[config.mk]
export PLATFORM = sky130hd
export DESIGN_NAME = instruction_fetch_unit
export DESIGN_NICKNAME = d
export VERILOG_FILES = /design/src/rtl/instruction_fetch_unit_pkg.sv /design/src/rtl/fetch_queue.sv /design/src/rtl/instruction_fetch_unit.sv
export SDC_FILE = /design/constraint.sdc
export NUM_CORES = 1
export LEC_CHECK = 0
export ABC_AREA = 1
export ABC_CLOCK_PERIOD_IN_PS = 11600
export CORE_MARGIN = 3
export CORE_UTILIZATION = 58
export DETAILED_ROUTE_END_ITERATION = 12
export MAX_ROUTING_LAYER = met4
export PLACE_DENSITY = 0.92
export SKIP_CTS_REPAIR_TIMING = 1
export SYNTH_ARGS = -nofsm -noshare
export SYNTH_HDL_FRONTEND = slang
export SYNTH_SLANG_ARGS = --single-unit
[constraint.sdc]
create_clock -name Clk -period 11.6 [get_ports Clk]
set_input_delay 1.16 -clock Clk [delete_from_list [all_inputs] [get_ports Clk]]
set_output_delay 1.16 -clock Clk [all_outputs]
set_load 0.03 [all_outputs]
[src/rtl/instruction_fetch_unit_pkg.sv]
// Shared types and constants for the fetch stage: instruction width, reset PC,
// NOP encoding and the prefetch queue entry layout.
package instruction_fetch_unit_pkg;

    localparam int          INSTR_W          = 32;
    localparam logic [31:0] RESET_PC_DEFAULT = 32'h0000_0000;
    localparam logic [31:0] NOP              = 32'h0000_0000;

    typedef struct packed {
        logic [INSTR_W-1:0] instr;
        logic [31:0]        pc_plus4;
    } fetch_entry_t;

endpackage

[src/rtl/fetch_queue.sv]
// DEPTH-entry synchronous FIFO holding fetched words; flush drops everything
// in one edge. The head reads as a NOP entry whenever the queue is empty.
module fetch_queue
    import instruction_fetch_unit_pkg::*;
#(
    parameter int DEPTH = 4
) (
    input  logic                   clk,
    input  logic                   reset,
    input  logic                   flush,
    input  logic                   push,
    input  logic                   pop,
    input  fetch_entry_t           wr_entry,
    output fetch_entry_t           head,
    output logic [$clog2(DEPTH):0] count
);

    localparam int AW = $clog2(DEPTH);
    localparam int CW = AW + 1;

    fetch_entry_t  mem [DEPTH];
    logic [AW-1:0] wr_ptr;
    logic [AW-1:0] rd_ptr;

    // Pointers wrap naturally because DEPTH is a power of two.
    always_ff @(posedge clk) begin
        if (reset || flush) begin
            wr_ptr <= '0;
            rd_ptr <= '0;
            count  <= '0;
        end else begin
            if (push) wr_ptr <= wr_ptr + 1'b1;
            if (pop)  rd_ptr <= rd_ptr + 1'b1;
            count <= count + CW'(push) - CW'(pop);
        end
    end

    always_ff @(posedge clk) begin
        if (push && !flush && !reset)
            mem[wr_ptr] <= wr_entry;
    end

    assign head = (count != '0) ? mem[rd_ptr] : '{instr: NOP, pc_plus4: 32'h0};

endmodule

[src/rtl/instruction_fetch_unit.sv]
// MIPS fetch stage: owns the fetch PC, reads InstructionMemory combinationally
// and buffers words with their PC+4 for decode; redirects flush the queue.
module instruction_fetch_unit
    import instruction_fetch_unit_pkg::*;
#(
    parameter int          DEPTH    = 4,
    parameter logic [31:0] RESET_PC = RESET_PC_DEFAULT
) (
    input  logic                   Clk,
    input  logic                   Reset,
    output logic [31:0]            IMemAddress,
    input  logic [31:0]            IMemData,
    input  logic                   Redirect,
    input  logic [31:0]            RedirectPC,
    input  logic                   DecodeReady,
    output logic                   InstrValid,
    output logic [31:0]            Instruction,
    output logic [31:0]            PCPlus4,
    output logic [31:0]            PCResult,
    output logic [$clog2(DEPTH):0] QueueCount
);

    localparam int CW = $clog2(DEPTH) + 1;

    logic [31:0]   pc;
    logic [31:0]   pc_next_seq;
    logic [31:0]   redirect_target;
    logic          push;
    logic          pop;
    logic [CW-1:0] count;
    fetch_entry_t  head;
    fetch_entry_t  wr_entry;

    assign pc_next_seq     = pc + 32'd4;
    assign redirect_target = RedirectPC & ~32'h3;

    assign pop  = InstrValid & DecodeReady;
    // A full queue still accepts a word when the head leaves the same edge.
    assign push = ~Redirect & ((count < CW'(DEPTH)) | pop);

    assign wr_entry = '{instr: IMemData, pc_plus4: pc_next_seq};

    always_ff @(posedge Clk) begin
        if (Reset)
            pc <= RESET_PC;
        else if (Redirect)
            pc <= redirect_target;
        else if (push)
            pc <= pc_next_seq;
    end

    fetch_queue #(.DEPTH(DEPTH)) u_queue (
        .clk      (Clk),
        .reset    (Reset),
        .flush    (Redirect),
        .push     (push),
        .pop      (pop),
        .wr_entry (wr_entry),
        .head     (head),
        .count    (count)
    );

    assign IMemAddress = pc;
    assign PCResult    = pc;
    assign QueueCount  = count;
    assign InstrValid  = (count != '0);
    assign Instruction = head.instr;
    assign PCPlus4     = head.pc_plus4;

endmodule

==> metrics.txt, run 1 <==
post-synthesis mux area share=0%; Leak=5.32 nW; Worst Hold Class=flip-flop to flip-flop; largest net degree at the start of global routing=83; post-DP HPWL=18.0 mm; Area Overhead vs Synth=23.2%; Worst Setup Start Kind=input port; status=complete, no violations; Critical Path Fanout Max=39; Pwr Density=167 nW/um^2; Residual DRC=0; Final Skew=0.0162 ns; sequential area share after synthesis=66.7%; number of CTS-inserted buffers=28; worst relative slew slack=38.7%; Total Wirelength=29.9 mm; setup TNS=0 ns; Least-Margin Pin Slew=0.917 ns; drt pass-1 iters=6; die span in x=152 microns; std cell rows=52; Synth Area in XOR/XNOR=1.80%; gpl congestion=0.943; DIE AREA=23000 sq um; remaining antenna violation count=0; Final Hold Viols=0; Post-Syn Area=12300 sq um; initial antenna violation count=0; critical path class=input port to flip-flop; share of post-route cells with drive strength above 1=6.68%; die height=152 microns; flops & latches, synth=287; core area=20600 sq um; Final period util=43.1%; Final Max Slew Viols=0; DR vias=9124; Cell variety after synth=30; DR iter-0 viols=819; Max IR drop VDD=0.109 mV; diode count=0; post-detailed-route wirelength per cell=18.8 microns; post-synthesis compound-gate area fraction=10.1%; RSZ-0062 raised after global routing=no; post-synthesis simple-gate area fraction=14.9%; Final Total Pwr=2.53 mW; largest family of logic cells by synthesized area=simple AND/OR/NAND/NOR gates; adder-cell share of the synthesized area=0.873%; total global routing overflow=0; EDFF count, synth=248; vias per cell=5.75; asr flop ratio synth=0%; minimum clock period=5.00 ns; final cell count without fillers=1588; Total Routing Usage GR=25.2%; ys flop type=edfxtp_1; clk slew on worst S/H paths=0.06 ns; Required @ worst endpoint=11.75 ns; clock net sink count=287; vias in the first global route=9035; Syn. warnings=0; CP Capture Type=flip-flop; synthesized instance count=1154; placed cell count=1537; # nets final=1373; CP arrival=5.15 ns; H-tree lvl count=1; final setup violation count=0; Max-Cap Viols=0; PortBufs=191; worst-skew pair later-pin latency=0.53 ns; Max clock buf depth=3; first-pass GRT wire length=45.7 mm; max frequency=200 MHz; Root Driver=clkbuf_16; Starting Density=60.0%; IO Pins=200; Layout fillers=1320; mean post-synth cell area=10.7 sq um; CTS tree=done
critical path, stage by stage:
cell and delay [ns]:
clkdlybuf4s50_1 0.88, nor2_1 0.41, inv_1 0.19, nor2_1 0.71, inv_1 0.39, nor2_4 0.75
buf_4 0.63
routing by layer:
layer	wire (microns)	track usage, %	vias to the layer above
met5	0	-	-
met3	2850	3.30	79
met2	15000	42.9	574
li1	-	-	4176
met4	819	9.12	0
met1	11200	31.2	4295
layout make-up:
| cell class | count | area [sq um] | share of cell area (%) |
|---|---|---|---|
| clock buffer | 32 | 737 | 4.85 |
| multi-input combinational | 727 | 3460 | 22.8 |
| tap | 270 | 338 | 2.22 |
| timing repair buffer | 202 | 1990 | 13.1 |
| clock inverter | 19 | 241 | 1.59 |
| inverter | 51 | 191 | 1.26 |
| sequential | 287 | 8230 | 54.2 |
logic make-up after synthesis:
kind of cell | Yosys count
other | 1
AOI/OAI and AO/OA | 239
and+or+nand+nor | 453
xor gates and xnor gates | 21
buffers and inverters | 145
DFF | 287
adders and majority gates | 8
Yosys cell counts (7+ instances only):
| library cell | number | area share (%) |
|---|---|---|
| dfxtp_1 | 39 | 6.3 |
| nand3_1 | 14 | 0.57 |
| inv_1 | 47 | 1.4 |
| edfxtp_1 | 248 | 60 |
| ha_1 | 7 | 0.71 |
| buf_2 | 14 | 0.57 |
| nor2_1 | 282 | 8.6 |
| buf_4 | 36 | 2.2 |
| a31oi_1 | 9 | 0.46 |
| xor2_1 | 11 | 0.78 |
| clkbuf_1 | 44 | 1.3 |
| o21ai_0 | 139 | 5.6 |
| a22oi_1 | 13 | 0.79 |
| a21oi_1 | 78 | 3.2 |
| nand2_1 | 129 | 3.9 |
path summary, 6_finish.rpt:
path / startpoint / end / slack (ns) / depth (start not counted)
worst max-delay path: Reset / u_queue.mem[3][52]$_DFFE_PP_ / 6.60 / 7
worst min-delay path: u_queue.rd_ptr[1]$_SDFFE_PP0P_ / flip-flop / 0.47 / 2
worst max register to register: u_queue.count[2]$_SDFF_PP0_ / u_queue.mem[3][52]$_DFFE_PP_ / 8.21 / 6
worst min register to register: u_queue.rd_ptr[1]$_SDFFE_PP0P_ / flip-flop / 0.47 / 2
sequential cells by signal (all words and copies together) (netlist names), named ones only:
signal	flops
u_queue.count	3
IMemAddress	30
u_queue.rd_ptr	2
u_queue.mem	248
u_queue.wr_ptr	2
power by group:
group          leakage (nW)  internal [mW]  switching [mW]
Sequential             2.59           1.15          0.0240
Clock                 0.481          0.587           0.362
Combinational          2.26          0.147           0.263
Total                  5.32           1.89           0.649
stage by stage:
| stage | hold slack (ns) | setup slack (ns) | util (%) | instance area [sq um] |
|---|---|---|---|---|
| 6_report | 0.467 | 6.60 | 73.9 | 15200 |
| 5_1_grt | 0.495 | 6.44 | 73.9 | 15200 |
| 4_1_cts | 0.468 | 6.72 | 73.9 | 15200 |
| 3_5_place_dp | 0.458 | 6.24 | 69.2 | 14200 |
| 3_3_place_gp | 0.442 | 6.25 | 69.2 | 14200 |
| 2_1_floorplan | 0.436 | 6.58 | - | 12300 |
layout by cell type, fill, tap and decap left out, types with 5 or more instances in the layout:
cell type,count
a21oi_1,78
a22oi_1,13
a31oi_1,9
buf_4,11
bufinv_16,6
clkbuf_16,29
clkdlybuf4s50_1,191
clkinv_1,6
clkinv_2,7
conb_1,6
dfxtp_1,37
edfxtp_1,248
ha_1,7
inv_1,47
nand2_1,129
nand2_2,5
nand3_1,14
nor2_1,278
nor2_2,6
nor2_4,10
o21ai_0,139
xnor2_1,5
xor2_1,11
xor2_2,5
(Power assumes the default switching activity.)
==> run 2, diff against run 1 <==
--- a/config.mk
+++ b/config.mk
@@ -6,12 +6,12 @@
 export NUM_CORES = 1
 export LEC_CHECK = 0
 export ABC_AREA = 1
-export ABC_CLOCK_PERIOD_IN_PS = 11600
+export ABC_CLOCK_PERIOD_IN_PS = 5000
 export CORE_MARGIN = 3
-export CORE_UTILIZATION = 58
+export CORE_UTILIZATION = 54
 export DETAILED_ROUTE_END_ITERATION = 12
 export MAX_ROUTING_LAYER = met4
-export PLACE_DENSITY = 0.92
+export PLACE_DENSITY = 0.87
 export SKIP_CTS_REPAIR_TIMING = 1
 export SYNTH_ARGS = -nofsm -noshare
 export SYNTH_HDL_FRONTEND = slang
==> constraint.sdc (replaced) <==
create_clock -name Clk -period 5 [get_ports Clk]
set_input_delay 0.5 -clock Clk [delete_from_list [all_inputs] [get_ports Clk]]
set_output_delay 0.5 -clock Clk [all_outputs]
set_load 0.03 [all_outputs]
==> run 2 against run 1 <==
Against the previous run:
- clock power is 110% higher
- largest cell class unchanged
- flip-flop and latch count stayed put
- global-route usage is 2.0 points lower
- register-to-register slack worse by 6.1 ns
- cell count is 0.94% higher
- critical endpoint is now Instruction[17]
- non-clock buffer count is 3 higher
- combinational power is 130% higher
- sequential share of layout area hardly changed
- setup slack worse by 5.4 ns
- first-iteration DRC count is 8.5% lower
- core utilization is 5.4 points lower
- routed wire length is 4.8% lower
==> metrics.txt, run 2 (synthesized netlist as in run 1, its figures left out) <==
status=complete, no violations; clock net sink count=287; most frequent cells in the layout=nor2_1, edfxtp_1, clkdlybuf4s50_1, o21ai_0, nand2_1; Non-Filler Cell Area, Final=15200 sq um; met1 usage=29.7%; most flop-heavy register=u_queue.mem; DIE AREA=24700 sq um; post-DP HPWL=17.2 mm; Top delay family on crit path=buffers and inverters; Max-Cap Viols=0; hold slack=0.481 ns; largest net degree at the start of global routing=99; die height=157 microns; HP Start=u_queue.rd_ptr[0]$_SDFFE_PP0P_; post-detailed-route wirelength per cell=17.7 microns; worst-skew pair later-pin latency=0.55 ns; Area Overhead vs Synth=23.2%; Leak=5.32 nW; Starting Density=55.6%; Worst path most repeated cell=nor2_1; drt pass-1 iters=5; max frequency=262 MHz; PortBufs=191; Layout fillers=1569; r2r endpoint=u_queue.count[2]$_SDFF_PP0_; Critical Path Slowest Stage Cell=dfxtp_4; Root Driver=clkbuf_16; worst relative slew slack=42.8%; std cell rows=54; Final period util=76.3%; number of CTS-inserted buffers=29; hold depth=1; met3 usage in global routing=3.38%; Final Skew=0.0147 ns; Required @ worst endpoint=4.50 ns; Total Routing Usage GR=23.2%; CP Cell Sequence=buf_4 > nor2_1 > nor2_1 > o21ai_0 > a21oi_1 > clkdlybuf4s50_1; vias in the first global route=8799; reg2reg setup slack=2.10 ns; reg2reg start=u_queue.count[2]$_SDFF_PP0_; DR iter-0 viols=749; clk slew on worst S/H paths=0.06 ns; Max clock buf depth=3; minimum clock period=3.81 ns; remaining antenna violation count=0; setup TNS=0 ns; H-tree lvl count=1; Residual DRC=0; Critical Path Fanout Max=68; CP arrival=3.31 ns; area of the multi-input gates=3460 sq um; Pwr Density=373 nW/um^2; vias per cell=5.51; IO Pins=200; die span in x=157 microns; buffers plus inverters on the worst setup path=2; number of flip-flops under the largest register name=248; fin util=68.6%; Global Route met2 Usage=38.3%; Hold Path End=u_queue.rd_ptr[0]$_SDFFE_PP0P_; Worst path max stage delay=0.74 ns; Worst Hold Class=flip-flop to flip-flop; Final Max Slew Viols=0; sequential cell area=8230 sq um; Worst Setup Start Kind=flip-flop; RSZ-0062 raised after global routing=no; share of post-route cells with drive strength above 1=6.88%; diode count=0; commonest non-fill, non-tap cell in the layout=nor2_1; first-pass GRT wire length=44.1 mm; Total Wirelength=28.4 mm; Final Hold Viols=0; critical path class=flip-flop to output port; Post-Place Cell Area=14300 sq um; most used routing layer=met2; core area=22200 sq um; total global routing overflow=0; reg2reg path depth=10; CTS tree=done; Least-Margin Pin Slew=0.856 ns; gpl congestion=0.962; # nets final=1377; DR vias=8829; CP Capture Type=output port; initial antenna violation count=0; Max IR drop VDD=0.233 mV; final setup violation count=0
==> run 2: cell count changes in the layout (fill, tap and decap cells not counted), sizes merged <==
cell,before,now
bufinv,6,1
clkbuf,32,34
inv,50,52
clkinv,13,16
buf,11,14
==> run 2: per-stage QoR <==
stage          cells  setup WS [ns]  power, mW
2_1_floorplan   1159          0.638       3.32
3_3_place_gp    1550           1.79       3.71
3_5_place_dp    1550           1.76       3.72
4_1_cts         1603           1.17       5.71
5_1_grt         1603          0.984       5.88
6_report        1603           1.19       5.67
==> run 2: worst max path at each step <==
stage	to	slack, ns	depth (start not counted)
2_1_floorplan	u_queue.mem[0][10]$_DFFE_PP_	0.64	7
3_3_place_gp	PCPlus4[13]	1.79	6
5_1_grt	Instruction[17]	0.98	6
4_1_cts	PCPlus4[13]	1.17	6
3_5_place_dp	PCPlus4[13]	1.76	6
6_report	Instruction[17]	1.19	6
==> run 2: area by class of cell <==
class,count,area share [%]
Tap cell,280,2.31
Clock buffer,34,4.97
Multi-Input combinational cell,727,22.8
Sequential cell,287,54.2
Inverter,51,1.26
Timing Repair Buffer,205,13.6
Clock inverter,19,0.889
==> run 2: worst register-to-register path, delay by kind of cell (launching register included) <==
family	cells	cell delay, ns
fa+ha+maj	3	0.90
buf+inv	2	0.70
simple gates	3	0.49
xor+xnor	2	0.36
flops	1	0.35
==> run 2: per-layer routing <==
metal	vias to the layer above	share of wire, %
met5	-	0
met4	0	3.0
met3	85	8.1
met2	448	49
met1	4102	40
li1	4194	-
==> run 2: power breakdown <==
part	total [mW]	internal [mW]	switching (mW)
clock network	2.00	1.13	0.863
registers	2.73	2.67	0.0553
logic	0.945	0.345	0.601
==> run 3, diff against run 2 <==
--- a/config.mk
+++ b/config.mk
@@ -6,12 +6,12 @@
 export NUM_CORES = 1
 export LEC_CHECK = 0
 export ABC_AREA = 1
-export ABC_CLOCK_PERIOD_IN_PS = 5000
+export ABC_CLOCK_PERIOD_IN_PS = 3100
 export CORE_MARGIN = 3
-export CORE_UTILIZATION = 54
+export CORE_UTILIZATION = 48
 export DETAILED_ROUTE_END_ITERATION = 12
 export MAX_ROUTING_LAYER = met4
-export PLACE_DENSITY = 0.87
+export PLACE_DENSITY = 0.82
 export SKIP_CTS_REPAIR_TIMING = 1
 export SYNTH_ARGS = -nofsm -noshare
 export SYNTH_HDL_FRONTEND = slang
==> constraint.sdc (replaced) <==
create_clock -name Clk -period 3.1 [get_ports Clk]
set_input_delay 0.31 -clock Clk [delete_from_list [all_inputs] [get_ports Clk]]
set_output_delay 0.31 -clock Clk [all_outputs]
set_load 0.03 [all_outputs]
==> run 3 against run 2 <==
Against the previous run:
- cell count increased by 3.7%
- clock skew increased by 0.023 ns
- sequential power increased by 61%
- design area increased by 3.3%
- critical path depth unchanged
- via count increased by 1.7%
==> metrics.txt, run 3 (synthesized netlist as in run 1, its figures left out) <==
total global routing overflow=0; worst-skew pair later-pin latency=0.55 ns; PortBufs=191; Max IR drop VDD=0.358 mV; max frequency=345 MHz; status=complete, no violations; Final period util=93.5%; DIE AREA=27600 sq um; largest net degree at the start of global routing=64; Top delay family on crit path=buffers and inverters; buffers plus inverters on the worst setup path=2; Max-Cap Viols=0; CP arrival=2.59 ns; DR iter-0 viols=868; setup TNS=0 ns; Final Skew=0.0376 ns; final cell count without fillers=1663; die height=166 microns; Final Total Pwr=9.47 mW; first-pass GRT wire length=47.3 mm; Worst path max stage delay=0.72 ns; IO Pins=200; number of flip-flops under the largest register name=248; Worst path most repeated cell=nor2_1; RSZ-0062 raised after global routing=no; CP Cell Sequence=buf_4 > nor2_1 > nor2_1 > o21ai_0 > a21oi_1 > clkdlybuf4s50_1; Worst Setup Start Kind=flip-flop; Root Driver=clkbuf_16; Final Max Slew Viols=0; drt pass-1 iters=5; die span in x=166 microns; final setup violation count=0; Total Wirelength=29.7 mm; DR vias=8977; most flop-heavy register=u_queue.mem; most frequent cells in the layout=nor2_1, edfxtp_1, clkdlybuf4s50_1, o21ai_0, nand2_1; core area=25200 sq um; Required @ worst endpoint=2.79 ns; # nets final=1389; H-tree lvl count=1; Starting Density=49.0%; worst relative slew slack=53.7%; std cell rows=58; Max clock buf depth=3; clock net sink count=287; post-DP HPWL=18.8 mm; remaining antenna violation count=0; share of post-route cells with drive strength above 1=10.1%; Residual DRC=0; number of CTS-inserted buffers=28; Total Routing Usage GR=21.8%; Worst Hold Class=input port to flip-flop; Least-Margin Pin Slew=0.694 ns; Pwr Density=603 nW/um^2; clk slew on worst S/H paths=0.06 ns; Final Hold Viols=0; Area Overhead vs Synth=27.2%; Leak=5.53 nW; critical path class=flip-flop to output port; Critical Path Slowest Stage Cell=clkdlybuf4s50_1; vias in the first global route=9002; placed cell count=1613; CTS tree=done; gpl congestion=0.892; reg2reg setup slack=0.89 ns; minimum clock period=2.90 ns; CP Capture Type=output port; vias per cell=5.40; post-detailed-route wirelength per cell=17.9 microns; commonest non-fill, non-tap cell in the layout=nor2_1; diode count=0; Critical Path Fanout Max=40; initial antenna violation count=0
==> run 3: area by class of cell <==
class                      count  area [sq um]
fill                        1921          9490
sequential                   287          8230
multi-input combinational    727          3460
timing repair buffer         218          2470
clock buffer                  32           726
tap                          330           413
clock inverter                18           196
inverter                      51           193
==> run 3: tightest hold or removal path: stages <==
cell             delay, ns
clkdlybuf4s50_1       0.39
nand2_1               0.06
a31oi_1               0.07
==> run 3: per-stage QoR <==
step / setup WS [ns] / hold slack, ns / cell area [sq um] / utilization, %
floorplan: -0.0597 / 0.409 / 12400 / -
global placement: 0.672 / 0.455 / 14800 / 58.6
detailed placement: 0.635 / 0.464 / 14800 / 58.6
CTS: 0.176 / 0.315 / 15700 / 62.3
global route: 0.0659 / 0.351 / 15700 / 62.3
finish: 0.201 / 0.339 / 15700 / 62.3
==> run 3: layer usage <==
layer  track usage, %  routed length [microns]
met1             27.7                    12100
met2             36.6                    14500
met3             3.19                     2140
met4             7.10                      946
met5                -                        0
==> run 3: report_power, final <==
group          internal [mW]  switching (mW)
clock                   1.94            1.41
sequential              4.31          0.0775
combinational          0.691            1.03
==> run 3: worst paths after layout <==
check                                  to  cells after the start                      startpoint
min reg2reg                     flip-flop                      2  u_queue.rd_ptr[1]$_SDFFE_PP0P_
min          IMemAddress[10]$_SDFFE_PP0P_                      3                  RedirectPC[10]
max                       Instruction[13]                      6                       flip-flop
max reg2reg   u_queue.count[2]$_SDFF_PP0_                      9     u_queue.count[2]$_SDFF_PP0_
